--- src/rtl/trng_word_packer.sv ---
// Packs the whitened TRNG bit stream into words for the system bus while running a
// continuous repetition-count health test; a health failure latches an alarm and halts packing.
module trng_word_packer #(
    parameter int WORD_W     = 16,
    parameter int RCT_CUTOFF = 32
) (
    input  logic              clk,
    input  logic              reset,
    input  logic              bit_valid,
    input  logic              bit_in,
    input  logic              word_ready,
    output logic              word_valid,
    output logic [WORD_W-1:0] word_out,
    output logic              rct_fail,
    output logic [7:0]        drop_count
);

    localparam int CNT_W = $clog2(WORD_W);
    localparam int RUN_W = $clog2(RCT_CUTOFF + 1);
    localparam logic [CNT_W-1:0] LAST_POS = CNT_W'(WORD_W - 1);
    localparam logic [RUN_W-1:0] RUN_MAX  = RUN_W'(RCT_CUTOFF);

    typedef enum logic [1:0] {
        FILL = 2'd0,
        FULL = 2'd1,
        FAIL = 2'd2
    } state_t;

    state_t             state;
    logic [WORD_W-1:0]  asm_word;
    logic [CNT_W-1:0]   bitcnt;
    logic [RUN_W-1:0]   run_cnt;
    logic               last_bit;
    logic               seen_bit;

    logic               hold_free;
    logic               rct_active;
    logic               trip;
    logic [RUN_W-1:0]   run_next;
    logic [WORD_W-1:0]  asm_with_bit;

    // The health test sees every valid bit until the alarm latches, even bits that get dropped.
    always_comb begin
        hold_free    = !word_valid || word_ready;
        rct_active   = bit_valid && (state != FAIL);
        run_next     = run_cnt;
        if (!seen_bit || (bit_in != last_bit)) begin
            run_next = RUN_W'(1);
        end else if (run_cnt != RUN_MAX) begin
            run_next = run_cnt + RUN_W'(1);
        end
        trip         = rct_active && (run_next == RUN_MAX);
        asm_with_bit = asm_word | (WORD_W'(bit_in) << bitcnt);
    end

    always_ff @(posedge clk) begin
        if (reset) begin
            state      <= FILL;
            asm_word   <= '0;
            bitcnt     <= '0;
            run_cnt    <= '0;
            last_bit   <= 1'b0;
            seen_bit   <= 1'b0;
            word_valid <= 1'b0;
            word_out   <= '0;
            rct_fail   <= 1'b0;
            drop_count <= '0;
        end else begin
            if (rct_active) begin
                run_cnt  <= run_next;
                last_bit <= bit_in;
                seen_bit <= 1'b1;
            end

            // A load below overrides this, giving back-to-back words with no bubble.
            if (word_valid && word_ready) begin
                word_valid <= 1'b0;
            end

            case (state)
                FILL: begin
                    if (trip) begin
                        state    <= FAIL;
                        asm_word <= '0;
                        bitcnt   <= '0;
                        rct_fail <= 1'b1;
                    end else if (bit_valid) begin
                        if (bitcnt == LAST_POS) begin
                            if (hold_free) begin
                                word_out   <= asm_with_bit;
                                word_valid <= 1'b1;
                                asm_word   <= '0;
                                bitcnt     <= '0;
                            end else begin
                                asm_word <= asm_with_bit;
                                state    <= FULL;
                            end
                        end else begin
                            asm_word <= asm_with_bit;
                            bitcnt   <= bitcnt + CNT_W'(1);
                        end
                    end
                end

                FULL: begin
                    if (bit_valid && (drop_count != 8'hFF)) begin
                        drop_count <= drop_count + 8'd1;
                    end
                    if (trip) begin
                        state    <= FAIL;
                        asm_word <= '0;
                        bitcnt   <= '0;
                        rct_fail <= 1'b1;
                    end else if (hold_free) begin
                        word_out   <= asm_word;
                        word_valid <= 1'b1;
                        asm_word   <= '0;
                        bitcnt     <= '0;
                        state      <= FILL;
                    end
                end

                FAIL: begin
                    asm_word <= '0;
                    bitcnt   <= '0;
                end

                default: begin
                    state <= FILL;
                end
            endcase
        end
    end

endmodule

--- config.mk ---
export PLATFORM = sky130hd
export DESIGN_NAME = trng_word_packer
export DESIGN_NICKNAME = d
export VERILOG_FILES = /design/src/rtl/trng_word_packer.sv
export SDC_FILE = /design/constraint.sdc
export NUM_CORES = 1
export LEC_CHECK = 0
export CAP_MARGIN = 20
export CORE_ASPECT_RATIO = 0.6
export CORE_MARGIN = 1.5
export CORE_UTILIZATION = 44
export CTS_CLUSTER_SIZE = 16
export DETAILED_ROUTE_END_ITERATION = 8
export HOLD_SLACK_MARGIN = 0.05
export PLACE_DENSITY_LB_ADDON = 0.25
export SLEW_MARGIN = 15
export SYNTH_ARGS = -nofsm -noshare
export SYNTH_HDL_FRONTEND = slang
export SYNTH_SLANG_ARGS = --single-unit
--- constraint.sdc ---
create_clock -name clk -period 5.53 [get_ports clk]
set_input_delay 0.8295 -clock clk [delete_from_list [all_inputs] [get_ports clk]]
set_output_delay 0.8295 -clock clk [all_outputs]
set_load 0.05 [all_outputs]
Word-level counts from Yosys, hierarchy flattened

Cells that the tools add are included.

Bits in registers: 56
Bits in latches: 0
Bits in writable memories: 0
Memory bits (read-only): 0
Bits of input ports: 5
Output and inout bits: 26
Logic and storage cells: 88
Memories kept: 0

Add/subtract/negate cells: 3
$mul: 0
Div/mod/pow operators: 0
$lt $le $gt $ge: 0
Equal/unequal tests: 18
Shift-type cells: 1
Multiplexer cells: 36
Bitwise operators: 2
Reduce and logical (&&, ||, !) cells: 18

Operator list:

| operator              | number |
|---|---|
| $mux W16              | 12 |
| $pmux W16 S3          | 1 |
| $pmux W16 S2          | 1 |
| $mux W4               | 5 |
| $or A16 B16 Y16       | 1 |
| $shl A1 B4 Y16        | 1 |
| $ne A2 B2 Y1 const B  | 7 |
| $mux W2               | 6 |
| $mux W6               | 2 |
| $ne A3 B3 Y1 const B  | 4 |
| $pmux W4 S3           | 1 |
| $add A8 B1 Y8 const B | 1 |
| $ne A8 B8 Y1 const B  | 1 |
| $reduce_and A7 Y1     | 1 |
| $add A6 B1 Y6 const B | 1 |
| $eq A6 B6 Y1 const B  | 1 |
| $mux W1               | 6 |
| $ne A6 B6 Y1 const B  | 1 |
| $pmux W2 S3           | 1 |
| $reduce_and A2 Y1     | 3 |
| $reduce_and A5 Y1     | 1 |
| $add A4 B1 Y4 const B | 1 |
| $eq A4 B4 Y1 const B  | 1 |
| $logic_and A1 B1 Y1   | 4 |
| other kinds (12)      | 14 |

Logic depth before layout (Yosys ltp)

Gate-level depths: netlist of the first run.

Word-level depth: 7
Gate-level depth with buffers: 9
Gate-level depth less buffers: 7

Worst setup path before layout of the first run

Ideal clock, no wire load.

Path kind: input to register
Start: input bit_in
End: register word_out[0]
Setup time: 0.121 ns
Arrival: 2.386 ns
Required time: 5.409 ns
Setup slack: 3.023 ns
Stages on the path: 7
Path buffers: 2
Path through: buf_2 xnor2_1 and2_1 o2111ai_2 o211ai_4 buf_12 mux2_4

Word-level cells in the longest chain between the ends: 7
Elaborated cells on any way between the ends: 15
Those cells by class: eq/ne (4); shift (1); mux (6); bitwise (1); reduce/logical (3)

Ends and longest elaborated chain:

| item                                                               | line   | text |
|---|---|---|
| start, declared                                                    | 10     | `input logic bit_in,` |
| $ne A1 B1 Y1 / $shl A1 B4 Y16 (equally long branches)              | 47, 53 |  |
| $logic_or A1 B1 Y1 / $or A16 B16 Y16 (equally long branches)       | 47, 53 |  |
| $mux W6 / $mux W16 (equally long branches)                         | 47, 89 |  |
| $eq A6 B6 Y1 / $mux W16 (equally long branches)                    | 52, 88 |  |
| $logic_and A1 B1 Y1 / $mux W16 (equally long branches)             | 52, 87 |  |
| $ne A2 B2 Y1 (no line) / $mux W16 (equally long branches)          | --     |  |
| $reduce_and A7 Y1 (no line) / $pmux W16 S2 (equally long branches) | --     |  |
| end signal, assigned                                               | 90     | `word_out <= asm_with_bit;` |
| end signal, assigned                                               | 115    | `word_out <= asm_word;` |
| end, declared                                                      | 13     | `output logic [WORD_W-1:0] word_out,` |

Parallel ways exist; a longest one is shown, timed or not. The select of a mux whose other input is x is not followed.
A chain may end at the register's enable or synchronous reset.

Final worst setup path of the first run

Start: input bit_in
End: register bitcnt[2]

Word-level cells in the longest chain between the ends: 7
Elaborated cells on any way between the ends: 10
Those cells by class: eq/ne (3); mux (4); reduce/logical (3)

Ends and longest elaborated chain:

| item                                                    | line | text |
|---|---|---|
| $ne A1 B1 Y1 (*)                                        | 47   | `if (!seen_bit \|\| (bit_in != last_bit)) begin` |
| $logic_or A1 B1 Y1 (*)                                  | 47   |  |
| $mux W6 (*)                                             | 47   |  |
| $eq A6 B6 Y1 (*)                                        | 52   | `trip = rct_active && (run_next == RUN_MAX);` |
| $logic_and A1 B1 Y1 (*)                                 | 52   |  |
| $mux W4, or another cell as far along                   | 109  | `if (trip) begin` |
| $pmux W4 S3 / $reduce_and A2 Y1 (equally long branches) | --   |  |
| end signal, assigned                                    | 100  | `bitcnt <= bitcnt + CNT_W'(1);` |
| end, declared                                           | 31   | `logic [CNT_W-1:0] bitcnt;` |

Mark *: on every way between the ends. The rest lies on a longest branch, timed or not.

==> results of run 1 <==
[layout make-up]
cell class / instances / area share, %
multi-input combinational: 290 / 51.5
inverter: 25 / 2.51
sequential: 56 / 29.9
clock inverter: 1 / 0.802
clock buffer: 5 / 3.34
tap: 104 / 3.47
timing repair buffer: 33 / 8.48
[through the flow]
stage	power (W)	utilization [%]	hold WS, ns	cell area (sq um)
after floorplan	0.000465	-	0.449	3290
after global placement	0.000478	49.6	0.436	3590
after global routing	0.000848	51.8	0.503	3750
after CTS	0.000821	51.8	0.472	3750
after detailed placement	0.000480	49.6	0.459	3590
final	0.000820	51.8	0.469	3750
[cells in the mapped netlist, types with 10 or more instances]
| library cell | instances | share of area [%] |
|---|---|---|
| nand4_1 | 12 | 2.3 |
| a32oi_1 | 17 | 4.5 |
| nor3_1 | 11 | 1.7 |
| clkbuf_1 | 15 | 1.7 |
| nand3_1 | 23 | 3.5 |
| nor2b_1 | 24 | 4.6 |
| dfxtp_1 | 56 | 34 |
| nand2_1 | 18 | 2.1 |
| a21oi_1 | 25 | 3.8 |
| nor2_1 | 47 | 5.4 |
| mux2_4 | 10 | 4.6 |
| o21ai_0 | 10 | 1.5 |
| inv_1 | 25 | 2.9 |
[flip-flops by register name, summed over array words and instances (netlist names)]
name	flops
word_valid	1
drop_count	8
asm_word	16
rct_fail	1
run_cnt	6
word_out	16
state	2
seen_bit	1
last_bit	1
bitcnt	4
[cells in the final DEF, fill, tap and decap left out, types with 2 or more instances in the layout]
master / instances
and2_1: 3
or3_1: 8
nor3_1: 11
dfxtp_1: 56
nor2_1: 47
nand2b_1: 5
a32oi_1: 17
o21ai_0: 10
nor2b_1: 24
a22oi_1: 3
xnor2_1: 7
clkdlybuf4s50_1: 29
ha_1: 8
nand3_1: 23
o211ai_1: 5
a21oi_1: 25
and3_1: 5
nand4_1: 12
a211oi_1: 7
mux2_2: 6
nand4b_1: 5
buf_4: 3
a221oi_1: 2
a31oi_1: 2
a21boi_0: 2
inv_1: 25
a21o_1: 3
clkbuf_16: 5
nand2_1: 18
a2111oi_0: 2
mux2_4: 10
[how the worst min path moves through the flow]
stage	startpoint	to	slack (ns)	depth (start not counted)
floorplan	last_bit$_SDFFE_PP0P_	last_bit$_SDFFE_PP0P_	0.45	2
finish	last_bit$_SDFFE_PP0P_	last_bit$_SDFFE_PP0P_	0.47	2
CTS	last_bit$_SDFFE_PP0P_	last_bit$_SDFFE_PP0P_	0.47	2
detailed placement	rct_fail$_SDFFE_PP0P_	rct_fail$_SDFFE_PP0P_	0.46	2
global placement	rct_fail$_SDFFE_PP0P_	rct_fail$_SDFFE_PP0P_	0.44	2
global route	rct_fail$_SDFFE_PP0P_	rct_fail$_SDFFE_PP0P_	0.50	2
[worst max-delay path, delay by kind of cell]
family                 cells  cell delay, ns
AO/OA/AOI/OAI              2            0.98
AND/OR/NAND/NOR            2            0.61
buffers and inverters      1            0.59
XOR/XNOR                   1            0.29
[kinds of logic (layout without fill, tap and decap cells)]
kind of cell               count (synthesis)  after routing  synth area share (%)
muxes                                     16             16                  6.62
adders and majority gates                  8              8                  3.05
xor gates and xnor gates                   8              8                  2.13
AOI/OAI and AO/OA                         90             90                  20.1
buffers and inverters                     54             64                  7.23
and+or+nand+nor                          168            168                  26.7
DFF                                       56             56                  34.1
[power groups by stage]
stage	sequential, W	combinational (W)	clock, W
6_report	0.000414	0.0000581	0.000349
5_1_grt	0.000414	0.0000644	0.000370
4_1_cts	0.000413	0.0000570	0.000351
3_5_place_dp	0.000423	0.0000570	0
3_3_place_gp	0.000423	0.0000556	0
2_1_floorplan	0.000419	0.0000453	0
[metal layers]
metal  part of all wire, %  vias up  track usage [%]
met4                  0.76        0             4.31
met3                   6.0        6             4.60
li1                      -     1451                -
met1                    56     1356             34.4
met5                     0        -                0
met2                    37       84             24.8
==> metrics, run 1 <==
Primary FF master, synth dfxtp_1; Comb power frac 7.1%; Post-synth EDFFs 0; P_leak 1.32 nW; Hold Path Class reg -> reg; syn avg cell area 8.22 sq um; wire per inst 15.2 um; Max FO, Critical Path 23; Detail Placement HPWL 5430 um; # setup viols final 0; max-slew violations 0; Die ar. 0.00801 sq mm; hold_buf cts 0; slew at the pin closest to its max-slew limit 0.826 ns; share of layout cells above drive strength 1 8.54%; Via density 5.64; Starting Density 45.4%; Int Pwr 0.000634 W; Syn. warnings 0; Register Area 0.00112 sq mm; die width 115 um; crit end category flip-flop; Core ar. 0.00724 sq mm; Cells after DPL 508; final hold viol count 0; Num CTS Buffers 5; WL final 7810 um; post_cts resized 0; number of global-route vias before repair 2543; Psw 0.000187 W; Fmax achieved 0.321 GHz; PwrDens 219 mW/mm^2; Final Skew 0.00376 ns; crit path kind in -> reg; footprint of the multi-input gates 0.00193 sq mm; largest net degree at the start of global routing 63; RePlAce Congestion 0.909; Num Clock Sinks 56; Clock Tree Root clkbuf_16; worst vdd ir 0.180 mV; last element of the critical path bitcnt[2]$_SDFFE_PP0P_; fin crit period 3.11 ns; Flop pwr share 50.4%; cell row count 24; maxcap violations 0; DR DRC count 0; antenna-violating nets left 0; CTS tree built; Worst Path Arrival 3.29 ns; Worst Setup SP bit_in; I/O Buffers 30; antenna violations before repair 0; total track usage 20.3%; RSZ-0062 raised after global routing false; max_slew headroom 44.9%; synthesis-to-finish area growth 14.0%; H-tree Lvls 2; number of I/O pins 31; nets 424; pre-CTS WS 2.09 ns; Pre-antenna DRT Iters 5; Clk pwr share 42.5%; sw frac 22.7%; GRT overflow 0; Worst-path clk slew 0.07 ns; Synth cell types 53; Gate Count Post-Synth 400; R2R Setup Slk 2.80 ns; critical path cell sequence clkdlybuf4s50_1 -> xnor2_1 -> and2_1 -> o2111a_1 -> a2111oi_0 -> or3_1; Worst R2R End bitcnt[2]$_SDFFE_PP0P_; syn_nets 413; Critical Path Max Stage Delay 0.76 ns; Critical Path RT 5.71 ns; outcome finished, final reports clean; worst setup slack after layout 2.42 ns; Cell Area, Synth 0.00329 sq mm; Antenna Cells 0; final setup TNS 0 ns; Final period util 56.3%; FFs w/ async S/R, synth 0%; register area share after synthesis 34.1%; via count 2897; Slowest cell on crit path o2111a_1; later-pin clock latency in the skew report 0.29 ns; global-route wire length before repair 13100 um; CP startpoint kind input port; Max Buffers Root-to-Sink 2; filler cell count 667; setup bufs post-CTS 0; Die H 70.0 um; fin cells 514; post-synthesis sequential element count 56; worst reg-to-reg path cell count 7; worst r2r src run_cnt[0]$_SDFFE_PP0P_; drt first-iter violations 233
(Power assumes the default switching activity.)
==> inputs of run 2 (changes only) <==
- clock period: 5.53 -> 2.8 ns (I/O delays scaled with it)
==> run 2 against run 1 <==
Clock power increased by 130%. Sequential power grew 97%. Via count increased by 3.2%. Clock skew up 0.0025 ns. Utilization is 1.4 points higher. Hold slack worse by 0.0092 ns. Setup slack got worse by 2.0 ns. Final area grew 2.7%. Cell count up 1.8%. First-iteration DRC count increased by 30%. Register-to-register slack worse by 2.4 ns. Highest routed layer unchanged.
==> metrics, run 2 (synthesis gave the netlist of run 1 again) <==
Crit path buffers/inverters 2; hold path startpoint rct_fail$_SDFFE_PP0P_; filler cell count 695; commonest non-fill, non-tap cell in the layout dfxtp_1; Hold Path Class reg -> reg; antenna violations before repair 0; maxcap violations 0; WP depth 8; Core ar. 0.00724 sq mm; Clock Tree Root clkbuf_16; Starting Density 45.4%; Via density 5.72; total track usage 20.6%; Cell Area, Placed 0.00366 sq mm; final hold viol count 0; setup bufs post-CTS 0; max_slew headroom 45.6%; slew at the pin closest to its max-slew limit 0.815 ns; number of global-route vias before repair 2692; DR DRC count 0; Int Pwr 0.00135 W; worst vdd ir 0.326 mV; Slowest cell on crit path dfxtp_1; pre-CTS WS 0.317 ns; Num Clock Sinks 56; Critical Path Max Stage Delay 0.43 ns; worst setup slack after layout 0.386 ns; # setup viols final 0; GRT overflow 0; outcome finished, final reports clean; worst reg-to-reg path cell count 8; H-tree Lvls 2; Worst Path Arrival 2.60 ns; worst r2r src run_cnt[0]$_SDFFE_PP0P_; Fmax achieved 0.414 GHz; Worst-path clk slew 0.07 ns; Final period util 86.2%; CP top delay family compound AO/OA/AOI/OAI gates; commonest non-fill, non-tap cells in the layout dfxtp_1 (56), nor2_1 (47), clkdlybuf4s50_1 (29); Comb power frac 6.9%; Detail Placement HPWL 5740 um; cell area after layout 0.00385 sq mm; fin crit period 2.41 ns; die width 115 um; crit end category flip-flop; sw frac 22.1%; via count 2991; biggest registers after layout asm_word x16, word_out x16, drop_count x8; nets 432; antenna-violating nets left 0; Critical Path RT 2.99 ns; CP startpoint kind flip-flop; final setup TNS 0 ns; Max Buffers Root-to-Sink 2; max-slew violations 0; global-route wire length before repair 13300 um; post_cts resized 0; later-pin clock latency in the skew report 0.30 ns; CTS tree built; cell row count 24; Clk pwr share 46.0%; Worst R2R End word_out[4]$_SDFFE_PP0P_; RePlAce Congestion 0.938; PwrDens 450 mW/mm^2; Num CTS Buffers 5; RSZ-0062 raised after global routing false; Die H 70.0 um; Die ar. 0.00801 sq mm; crit path kind reg -> reg; Max FO, Critical Path 16; Antenna Cells 0; number of I/O pins 31; Psw 0.000384 W; drt first-iter violations 304; Flop pwr share 47.1%; P_leak 1.38 nW; Final Skew 0.00626 ns; Hold EP rct_fail$_SDFFE_PP0P_; I/O Buffers 30; wire per inst 15.5 um; hold path depth 2; critical path cell sequence inv_1 -> ha_1 -> and4bb_4 -> o31ai_4 -> o2111ai_2 -> o211ai_4 -> buf_12 -> mux2_2; R2R Setup Slk 0.39 ns; synthesis-to-finish area growth 17.1%; WL final 8120 um; share of layout cells above drive strength 1 10.5%; hold_buf cts 0; Pre-antenna DRT Iters 6; largest net degree at the start of global routing 46
-- run 2: cell types whose count changed in the layout (fill, tap and decap cells not counted) --
| cell | delta |
|---|---|
| buf_4 | +7 |
| bufinv_16 | +1 |
| buf_12 | +1 |
-- run 2: cell type report --
class / instances / area (sq um) / share of cell area [%]
sequential: 56 / 1120 / 29.1
inverter: 25 / 93.8 / 2.44
timing repair buffer: 41 / 390 / 10.1
clock inverter: 2 / 60.1 / 1.56
clock buffer: 5 / 125 / 3.25
tap: 104 / 130 / 3.38
multi-input combinational: 290 / 1930 / 50.1
-- run 2: how the worst max path moves through the flow --
stage                       startpoint                       end  slack (ns)
2_1_floorplan  run_cnt[0]$_SDFFE_PP0P_  word_out[0]$_SDFFE_PP0P_        0.59
3_3_place_gp                    bit_in  word_out[2]$_SDFFE_PP0P_        0.39
3_5_place_dp                 bit_valid  word_out[3]$_SDFFE_PP0P_        0.32
4_1_cts        run_cnt[0]$_SDFFE_PP0P_  word_out[2]$_SDFFE_PP0P_        0.38
5_1_grt        run_cnt[0]$_SDFFE_PP0P_  word_out[2]$_SDFFE_PP0P_        0.26
6_report       run_cnt[0]$_SDFFE_PP0P_  word_out[4]$_SDFFE_PP0P_        0.39
-- run 2: power groups by stage --
| stage | clock, W | combinational, W | sequential, W |
|---|---|---|---|
| 3_5_place_dp | 0 | 0.000117 | 0.000835 |
| 6_report | 0.000797 | 0.000120 | 0.000816 |
| 5_1_grt | 0.000833 | 0.000132 | 0.000817 |
| 2_1_floorplan | 0 | 0.0000894 | 0.000828 |
| 4_1_cts | 0.000809 | 0.000117 | 0.000816 |
| 3_3_place_gp | 0 | 0.000115 | 0.000834 |
-- run 2: worst reg2reg max path, delay by kind of cell (launching register included) --
family,cells,cell delay (ns)
flops,1,0.43
buf+inv,2,0.32
compound gates,3,0.76
mux,1,0.36
simple gates,1,0.22
fa+ha+maj,1,0.21
-- run 2: routing by layer --
layer | GRT usage, % | wire, um
met3 | 3.82 | 656
met4 | 5.00 | 72
met2 | 28.4 | 3200
met1 | 32.5 | 4190
met5 | 0 | 0
-- run 2: metrics by stage --
stage	utilization, %	power (W)	cells	hold WS [ns]
2_1_floorplan	-	0.000918	400	0.449
3_3_place_gp	50.6	0.000949	516	0.437
3_5_place_dp	50.6	0.000952	516	0.451
4_1_cts	53.2	0.00174	523	0.470
5_1_grt	53.2	0.00178	523	0.493
6_report	53.2	0.00173	523	0.460
==> inputs of run 3 (changes only) <==
- CORE_MARGIN: 1.5 -> unset
==> run 3 against run 2 <==
Setup slack better by 0.022 ns. Register-to-register slack improved by 0.02 ns. Clock-buffer cell count grew 2. Utilization grew 1.5 points. Non-clock buffer count fell by 1. Critical path type unchanged. Largest power group unchanged. Highest routed layer unchanged.
==> metrics, run 3 (synthesis gave the netlist of run 1 again) <==
die width 114 um; I/O Buffers 30; PwrDens 410 mW/mm^2; Pre-antenna DRT Iters 5; Clk pwr share 40.0%; Worst-path clk slew 0.07 ns; biggest registers after layout asm_word x16, word_out x16, drop_count x8; Critical Path RT 2.98 ns; Die ar. 0.00783 sq mm; total track usage 21.6%; setup bufs post-CTS 0; Worst Path Arrival 2.58 ns; crit end category flip-flop; final hold viol count 0; Clock Tree Root clkbuf_16; maxcap violations 0; synthesis-to-finish area growth 15.4%; Cells after DPL 511; critical path cell sequence inv_1 -> ha_1 -> and4bb_4 -> o31ai_4 -> o2111ai_2 -> o211ai_4 -> buf_12 -> mux2_2; RePlAce Congestion 0.870; final setup TNS 0 ns; number of global-route vias before repair 2546; WL final 8010 um; largest net degree at the start of global routing 47; via count 2911; met2 WL 2940 um; Final Skew 0.00727 ns; Critical Path Max Stage Delay 0.43 ns; hold path depth 2; antenna-violating nets left 0; Top Layer Used met4; worst reg-to-reg path cell count 8; CP startpoint kind flip-flop; DR DRC count 0; Core ar. 0.00694 sq mm; fin crit period 2.39 ns; hold_buf cts 0; Num CTS Buffers 5; pre-CTS WS 0.320 ns; max-slew violations 0; Comb power frac 7.6%; WP depth 8; crit path kind reg -> reg; Detail Placement HPWL 5590 um; CP top delay family compound AO/OA/AOI/OAI gates; Slowest cell on crit path dfxtp_1; global-route wire length before repair 13000 um; number of I/O pins 31; Antenna Cells 0; # setup viols final 0; Crit path buffers/inverters 2; H-tree Lvls 2; Psw 0.000379 W; Final period util 85.4%; worst setup slack after layout 0.408 ns; Via density 5.61; Fmax achieved 0.418 GHz; Max FO, Critical Path 16; Max Buffers Root-to-Sink 2; cell row count 23; wire per inst 15.4 um; fin cells 519; fin util 54.7%; GRT overflow 0; RSZ-0062 raised after global routing false; later-pin clock latency in the skew report 0.29 ns; outcome finished, final reports clean; commonest non-fill, non-tap cells in the layout dfxtp_1 (56), nor2_1 (47), clkdlybuf4s50_1 (29); Num Clock Sinks 56; drt first-iter violations 200; CTS tree built; Int Pwr 0.00118 W; Hold Path Class reg -> reg; slew at the pin closest to its max-slew limit 0.821 ns; P_leak 1.35 nW; antenna violations before repair 0; worst vdd ir 0.206 mV; M1 WL 4320 um; nets 431; share of layout cells above drive strength 1 10.0%; Die H 69.0 um; commonest non-fill, non-tap cell in the layout dfxtp_1; Flop pwr share 52.5%; sw frac 24.4%; total power 0.00156 W; post_cts resized 0; Starting Density 47.4%; max_slew headroom 45.2%; metal3 WL 659 um
==> run 3: cell types whose count changed in the layout (fill, tap and decap cells not counted), sizes merged <==
cell / before / now
bufinv: 2 / 0
clkbuf: 5 / 7
buf: 12 / 11
clkinv: 0 / 1
==> run 3: tightest hold or removal path, stage by stage, from the launching register on <==
cell and delay, ns:
dfxtp_1 0.31, inv_1 0.04, a21oi_1 0.05
==> run 3: area by class of cell <==
cell class,count,area (sq um)
fill,642,3140
multi-input combinational,290,1930
sequential,56,1120
timing repair buffer,40,383
clock buffer,7,133
tap,100,125
inverter,25,93.8
clock inverter,1,8.76
==> run 3: power groups by stage <==
stage                     Sequential, W  Combinational, W  Clock (W)
after floorplan                0.000828         0.0000894          0
final                          0.000816          0.000118   0.000621
after global placement         0.000834          0.000114          0
after global routing           0.000817          0.000131   0.000658
after detailed placement       0.000834          0.000116          0
after CTS                      0.000816          0.000116   0.000636
==> run 3: final timing paths <==
check | startpoint | end | slack (ns)
worst max-delay path | run_cnt[0]$_SDFFE_PP0P_ | word_out[4]$_SDFFE_PP0P_ | 0.41
worst min register to register | rct_fail$_SDFFE_PP0P_ | rct_fail$_SDFFE_PP0P_ | 0.45
worst max register to register | run_cnt[0]$_SDFFE_PP0P_ | word_out[4]$_SDFFE_PP0P_ | 0.41
worst min-delay path | rct_fail$_SDFFE_PP0P_ | rct_fail$_SDFFE_PP0P_ | 0.45
==> run 3: layer usage <==
layer	up-vias	GRT usage, %
met2	114	29.0
met5	-	0
met3	11	6.73
met1	1323	32.4
li1	1463	-
met4	0	5.76
==> run 3: through the flow <==
stage / hold slack [ns] / instance area, sq um
floorplan: 0.449 / 3290
global placement: 0.438 / 3650
detailed placement: 0.441 / 3650
CTS: 0.455 / 3790
global route: 0.467 / 3790
finish: 0.446 / 3790
